==> src/rtl/cpu_v3_pkg.sv <==
// Shared definitions for the V3 8-bit CPU: opcode constants, fetch-state encoding,
// default immediate-carrying opcode mask and IF/ID field widths.
package cpu_v3_pkg;

  localparam int ADDR_W = 8;
  localparam int DATA_W = 8;
  localparam int OPC_W  = 4;

  localparam logic [OPC_W-1:0] OP_NOP  = 4'h0;
  localparam logic [OPC_W-1:0] OP_JMP  = 4'h9;
  localparam logic [OPC_W-1:0] OP_CALL = 4'hA;
  localparam logic [OPC_W-1:0] OP_RET  = 4'hB;
  localparam logic [OPC_W-1:0] OP_LDM  = 4'hC;

  // Bit n set means opcode group n is followed by an immediate byte.
  localparam logic [15:0] TWO_BYTE_MASK_DEFAULT = 16'h1400;

  typedef enum logic {
    FETCH_OP,
    FETCH_IMM
  } fetch_state_t;

  function automatic logic has_imm(input logic [15:0] mask, input logic [DATA_W-1:0] opcode);
    return mask[opcode[DATA_W-1 -: OPC_W]];
  endfunction

endpackage

==> src/rtl/int_edge_latch.sv <==
// Interrupt request edge detector: a rising edge of int_sig sets pending,
// clr drops it once the request has been injected into the pipeline.
module int_edge_latch (
  input  logic clk,
  input  logic rst,
  input  logic int_sig,
  input  logic clr,
  output logic pending
);

  logic int_q;

  always_ff @(posedge clk) begin
    // NOTE: non-blocking assignments here so every flop samples pre-edge values.
    if (rst) begin
      int_q   <= 1'b0;
      pending <= 1'b0;
    end else begin
      int_q <= int_sig;
      // A fresh edge wins over a same-cycle clear so no request is lost.
      if (int_sig && !int_q) pending <= 1'b1;
      else if (clr)          pending <= 1'b0;
    end
  end

endmodule

==> src/rtl/instr_fetch_stage.sv <==
// IF stage of the V3 CPU: PC, 1/2-byte instruction assembly and IF/ID register.
// Define INT_VECTOR_EN to enable interrupt injection at instruction boundaries.
module instr_fetch_stage
  import cpu_v3_pkg::*;
#(
  parameter logic [ADDR_W-1:0] RESET_PC      = 8'h00,
  parameter logic [15:0]       TWO_BYTE_MASK = TWO_BYTE_MASK_DEFAULT,
  parameter logic [ADDR_W-1:0] IRQ_VECTOR    = 8'h01
) (
  input  logic              clk,
  input  logic              rst,
  output logic [ADDR_W-1:0] imem_addr,
  input  logic [DATA_W-1:0] imem_rdata,
  input  logic              id_stall,
  input  logic              redirect_valid,
  input  logic [ADDR_W-1:0] redirect_pc,
  input  logic              int_sig,
  output logic              ifid_valid,
  output logic [DATA_W-1:0] ifid_instr,
  output logic [DATA_W-1:0] ifid_imm,
  output logic [ADDR_W-1:0] ifid_pc_next,
  output logic              ifid_int
);

  fetch_state_t      state_q, state_d;
  logic [ADDR_W-1:0] pc_q, pc_d, pc_inc;
  logic [DATA_W-1:0] op_hold_q, op_hold_d;
  logic              valid_q, valid_d;
  logic [DATA_W-1:0] instr_q, instr_d;
  logic [DATA_W-1:0] imm_q, imm_d;
  logic [ADDR_W-1:0] pc_next_q, pc_next_d;
  logic              int_q, int_d;
  logic              advance, int_pending, inject, op_is_long;

  assign advance    = !id_stall;
  assign pc_inc     = pc_q + 8'd1;
  assign op_is_long = has_imm(TWO_BYTE_MASK, imem_rdata);
  assign inject     = (state_q == FETCH_OP) && advance && !redirect_valid && int_pending;

`ifdef INT_VECTOR_EN
  int_edge_latch u_int_edge_latch (
    .clk     (clk),
    .rst     (rst),
    .int_sig (int_sig),
    .clr     (inject),
    .pending (int_pending)
  );
`else
  logic unused_int_sig;
  assign unused_int_sig = int_sig;
  assign int_pending    = 1'b0;
`endif

  always_ff @(posedge clk) begin
    if (rst) state_q <= FETCH_OP;
    else     state_q <= state_d;
  end

  always_comb begin
    // NOTE: every always_comb output gets a default first, so no path infers a latch.
    state_d = state_q;
    if (redirect_valid) begin
      state_d = FETCH_OP;
    end else if (advance) begin
      case (state_q)
        FETCH_OP:  if (!inject && op_is_long) state_d = FETCH_IMM;
        FETCH_IMM: state_d = FETCH_OP;
      endcase
    end
  end

  always_comb begin
    pc_d      = pc_q;
    op_hold_d = op_hold_q;
    valid_d   = valid_q;
    instr_d   = instr_q;
    imm_d     = imm_q;
    pc_next_d = pc_next_q;
    int_d     = int_q;
    if (redirect_valid) begin
      // A half-assembled opcode is abandoned simply by returning to FETCH_OP.
      pc_d    = redirect_pc;
      valid_d = 1'b0;
      int_d   = 1'b0;
    end else if (advance) begin
      case (state_q)
        FETCH_OP: begin
          if (inject) begin
            valid_d   = 1'b1;
            int_d     = 1'b1;
            instr_d   = '0;
            imm_d     = '0;
            pc_next_d = pc_q;
            pc_d      = IRQ_VECTOR;
          end else if (op_is_long) begin
            op_hold_d = imem_rdata;
            pc_d      = pc_inc;
            valid_d   = 1'b0;
            int_d     = 1'b0;
          end else begin
            valid_d   = 1'b1;
            int_d     = 1'b0;
            instr_d   = imem_rdata;
            imm_d     = '0;
            pc_next_d = pc_inc;
            pc_d      = pc_inc;
          end
        end
        FETCH_IMM: begin
          valid_d   = 1'b1;
          int_d     = 1'b0;
          instr_d   = op_hold_q;
          imm_d     = imem_rdata;
          pc_next_d = pc_inc;
          pc_d      = pc_inc;
        end
      endcase
    end
  end

  always_ff @(posedge clk) begin
    if (rst) begin
      pc_q      <= RESET_PC;
      // NOTE: op_hold is reset too; it is a single register, not a memory, and costs nothing to clear.
      op_hold_q <= '0;
      valid_q   <= 1'b0;
      instr_q   <= '0;
      imm_q     <= '0;
      pc_next_q <= '0;
      int_q     <= 1'b0;
    end else begin
      pc_q      <= pc_d;
      op_hold_q <= op_hold_d;
      valid_q   <= valid_d;
      instr_q   <= instr_d;
      imm_q     <= imm_d;
      pc_next_q <= pc_next_d;
      int_q     <= int_d;
    end
  end

  assign imem_addr    = pc_q;
  assign ifid_valid   = valid_q;
  assign ifid_instr   = instr_q;
  assign ifid_imm     = imm_q;
  assign ifid_pc_next = pc_next_q;
  assign ifid_int     = int_q;

endmodule
==> config.mk <==
export PLATFORM = sky130hd
export DESIGN_NAME = instr_fetch_stage
export DESIGN_NICKNAME = d
export VERILOG_FILES = /design/src/rtl/cpu_v3_pkg.sv /design/src/rtl/int_edge_latch.sv /design/src/rtl/instr_fetch_stage.sv
export SDC_FILE = /design/constraint.sdc
export NUM_CORES = 1
export LEC_CHECK = 0
export ABC_AREA = 1
export ABC_CLOCK_PERIOD_IN_PS = 1300
export BUFFER_PORTS_ARGS = -buffer_cell sky130_fd_sc_hd__buf_2
export CORE_MARGIN = 10
export CORE_UTILIZATION = 47
export CTS_CLUSTER_DIAMETER = 150
export CTS_CLUSTER_SIZE = 8
export DETAILED_ROUTE_END_ITERATION = 16
export GPL_TIMING_DRIVEN = 0
export PLACE_DENSITY = 0.75
export SLEW_MARGIN = 40
export SYNTH_ARGS = -nofsm -noshare
export SYNTH_HDL_FRONTEND = slang
export SYNTH_HIERARCHICAL = 1
export SYNTH_SLANG_ARGS = --single-unit
==> constraint.sdc <==
create_clock -name clk -period 1.3 [get_ports clk]
set_input_delay 0.26 -clock clk [delete_from_list [all_inputs] [get_ports clk]]
set_output_delay 0.26 -clock clk [all_outputs]
set_load 0.005 [all_outputs]
==> impl_metrics.sql <==
INSERT INTO impl_metrics (metric_group, metric, value, unit) VALUES
('layout', 'area_delta_synth_final', '27.9', '%'),
('global_routing', 'maximum_number_of_pins_on_one_net_before_global_route_repair', '12', ''),
('layout', 'fin_nets', '422', ''),
('floorplanning', 'floorplan.die.width', '86.6', 'um'),
('floorplanning', 'floorplan.rows', '24', ''),
('synthesis', 'dominantRegCellSynth', 'dfxtp_1', ''),
('synthesis', 'ys_ff_latch', '42', ''),
('clock_tree', 'tritoncts', 'built', ''),
('synthesis', 'syn_area', '2090', 'sq um'),
('clock_tree', 'clock_sinks', '42', ''),
('clock_tree', 'holdBufCountCts', '0', ''),
('timing', 'timing.setup.tns', '0', 'ns'),
('detailed_routing', 'routed_wirelength', '5430', 'um'),
('global_routing', 'grt_antenna_before_repair', '0', ''),
('synthesis', 'unique_masters_post_synth', '24', ''),
('clock_tree', 'clk_latency', '0.29', 'ns'),
('floorplanning', 'dieArea', '7510', 'sq um'),
('clock_tree', 'clk_path_buf_depth', '2', ''),
('global_routing', 'wire_length_of_the_first_global_routing_pass', '9010', 'um'),
('layout', 'commonest_non_fill_non_tap_cell_in_the_layout', 'nand2_1', ''),
('clock_tree', 'ctsRootBufferMaster', 'clkbuf_8', ''),
('timing', 'timing_max_transition_violations_final', '0', ''),
('timing', 'finalHoldViolCount', '0', ''),
('clock_tree', 'tritoncts_buffer_count', '5', ''),
('timing', 'tightest_slew', '0.522', 'ns'),
('global_routing', 'gr-usage-all-layers', '14.5', '%'),
('timing', 'finalCriticalPeriod', '1.24', 'ns'),
('worst_setup_path', 'setup.worst_path.end_class', 'flop', ''),
('layout', 'layout-drive-gt1-share', '27.0', '%'),
('layout', 'insertedDiodeCount', '0', ''),
('pwr', 'pwr_density_cell', '998', 'nW/um^2'),
('synthesis', 'synth.avg_cell_area', '6.27', 'sq um'),
('job', 'max_cap_violations', '0', ''),
('global_routing', 'first_global_vias', '2017', ''),
('floorplanning', 'die_h', '86.6', 'um'),
('synthesis', 'synthesis.instances', '333', ''),
('timing', 'finalCritPeriodShare', '95.7', '%'),
('timing', 'setup_viol', '0', ''),
('worst_setup_path', 'worstSetupStartpointType', 'flop', ''),
('synthesis', 'ys_seq_area_share', '40.3', '%'),
('pwr', 'power.total', '2660', 'uW'),
('synthesis', 'edff_count_synth', '0', ''),
('synthesis', 'synth_fp_nets', '355', ''),
('detailed_routing', 'viasPerCell', '4.70', ''),
('timing', 'grt_setup_unrepaired', 'yes', ''),
('layout', 'highest_count_cells_in_the_layout_ignoring_fill_and_taps', '89 x nand2_1, 59 x inv_1, 58 x buf_2', ''),
('timing', 'finalHoldWorstSlack', '0.221', 'ns'),
('global_routing', 'gr-total-overflow', '0', ''),
('floorplanning', 'placeableCoreArea', '4320', 'sq um'),
('worst_setup_path', 'crit_required', '1.53', 'ns'),
('detailed_routing', 'detail_route.first_pass.iterations', '4', ''),
('min_path', 'holdCritPathClass', 'in2reg', ''),
('detailed_routing', 'drtIter0Drc', '86', ''),
('place', 'gpl.final_weighted_congestion', '0.817', ''),
('synthesis', 'synth_async_sr_flop_share', '0', '%'),
('pwr', 'power.leakage', '0.00149', 'uW'),
('detailed_routing', 'num_vias', '2126', ''),
('worst_setup_path', 'crit_fanout', '10', ''),
('floorplanning', 'design.portCount', '55', ''),
('layout', 'design_area', '2670', 'sq um'),
('timing', 'max-slew-margin-rel', '65.2', '%'),
('place', 'dpl_cell_area', '2410', 'sq um'),
('detailed_routing', 'post_drt_wl_per_cell', '12.0', 'um'),
('floorplanning', 'initial_core_util', '48.3', '%'),
('clock_tree', 'clk_pin_slew', '0.07', 'ns'),
('place', 'post-dp-hpwl', '4050', 'um'),
('detailed_routing', 'postRouteAntennaNets', '0', ''),
('layout', 'post-route-util', '61.7', '%'),
('clock_tree', 'clock_tree.htree_level_count', '2', ''),
('timing', 'fin_skew', '0.00453', 'ns'),
('run_status', 'run_status', 'complete, no violations', ''),
('synthesis', 'ys.warnings.count', '6', ''),
('pwr', 'vdd_ir_drop_max', '622', 'uV'),
('place', 'place.port_buffers', '52', ''),
('detailed_routing', 'detail_route.drc_violations', '0', ''),
('worst_setup_path', 'worstSetupPathType', 'reg2reg', ''),
('timing', 'fmax', '804', 'MHz'),
('worst_setup_path', 'worst_ep_arrival_time', '1.48', 'ns');
[flip-flops by register name, indices dropped and copies added, names as in the netlist]
| name | cells |
|---|---|
| ifid_imm | 8 |
| ifid_pc_next | 8 |
| state_q | 1 |
| op_hold_q | 8 |
| imem_addr | 8 |
| ifid_valid | 1 |
| ifid_instr | 8 |
[per-layer routing]
metal | part of all wire, % | vias up | track usage (%)
li1 | - | 1130 | -
met1 | 47 | 937 | 18.0
met2 | 46 | 52 | 23.3
met3 | 5.7 | 7 | 4.50
met4 | 1.3 | 0 | 4.71
met5 | 0 | - | 0
[per-stage QoR]
step / setup WS (ns) / std cells
2_1_floorplan: 0.100 / 333
3_3_place_gp: -0.101 / 437
3_5_place_dp: -0.122 / 437
4_1_cts: -0.0185 / 455
5_1_grt: -0.0286 / 452
6_report: 0.0561 / 452
[kinds of logic after synthesis]
group / Yosys count / synth area share, %
simple gates: 176 / 34.1
compound gates: 35 / 9.11
other cells: 1 / 0.180
flops: 42 / 40.3
buf+inv: 77 / 15.3
xor+xnor: 1 / 0.420
fa+ha+maj: 1 / 0.599
[where the power goes]
group | switching [uW] | internal [uW]
clock network | 418 | 370
logic | 266 | 207
registers | 46.9 | 1360
total | 731 | 1930
[synth_stat cells, types with 2 or more instances]
cell type	instances	area, sq um
clkbuf_1	5	18.8
a21oi_1	14	70.1
nand2_1	97	364
inv_1	59	221
nand3_1	15	75.1
buf_4	2	15.0
buf_6	2	22.5
o211ai_1	2	15.0
buf_2	7	35.0
inv_2	2	7.51
nand4_1	7	43.8
o21a_1	2	15.0
nor2_1	53	199
o21ai_0	15	75.1
dfxtp_1	42	841
[critical path: stages, from the launching register on]
cell and delay, ns:
dfxtp_2 0.34, inv_4 0.06, nand2_4 0.05, nor2_4 0.07, nand2_2 0.07, buf_4 0.16, buf_6 0.13, nand4_1 0.11
nand2_1 0.07, nor2_1 0.11
[worst paths after layout]
path              startpoint         endpoint  slack (ns)  cells past startpoint
max                  state_q    ifid_instr[3]        0.06                      9
max reg2reg          state_q    ifid_instr[3]        0.06                      9
min           redirect_pc[4]     imem_addr[4]        0.22                      3
min reg2reg  ifid_pc_next[3]  ifid_pc_next[3]        0.47                      2
[what timing repair did]
| item | CTS | global route |
|---|---|---|
| pin swaps | 5 | 11 |
| setup buffers | 10 | 1 |
| gates resized for setup | 17 | 23 |
| setup endpoints to repair | 14 | 34 |
| gates cloned | 1 | 0 |
[cell type report]
class	instances	area [sq um]
Sequential cell	42	853
Inverter	61	231
Timing Repair Buffer	61	344
Fill cell	414	1660
Multi-Input combinational cell	214	1000
Clock buffer	7	76.3
Buffer	15	93.8
Tap cell	52	65.1
Power figures use the tool's default switching activity.
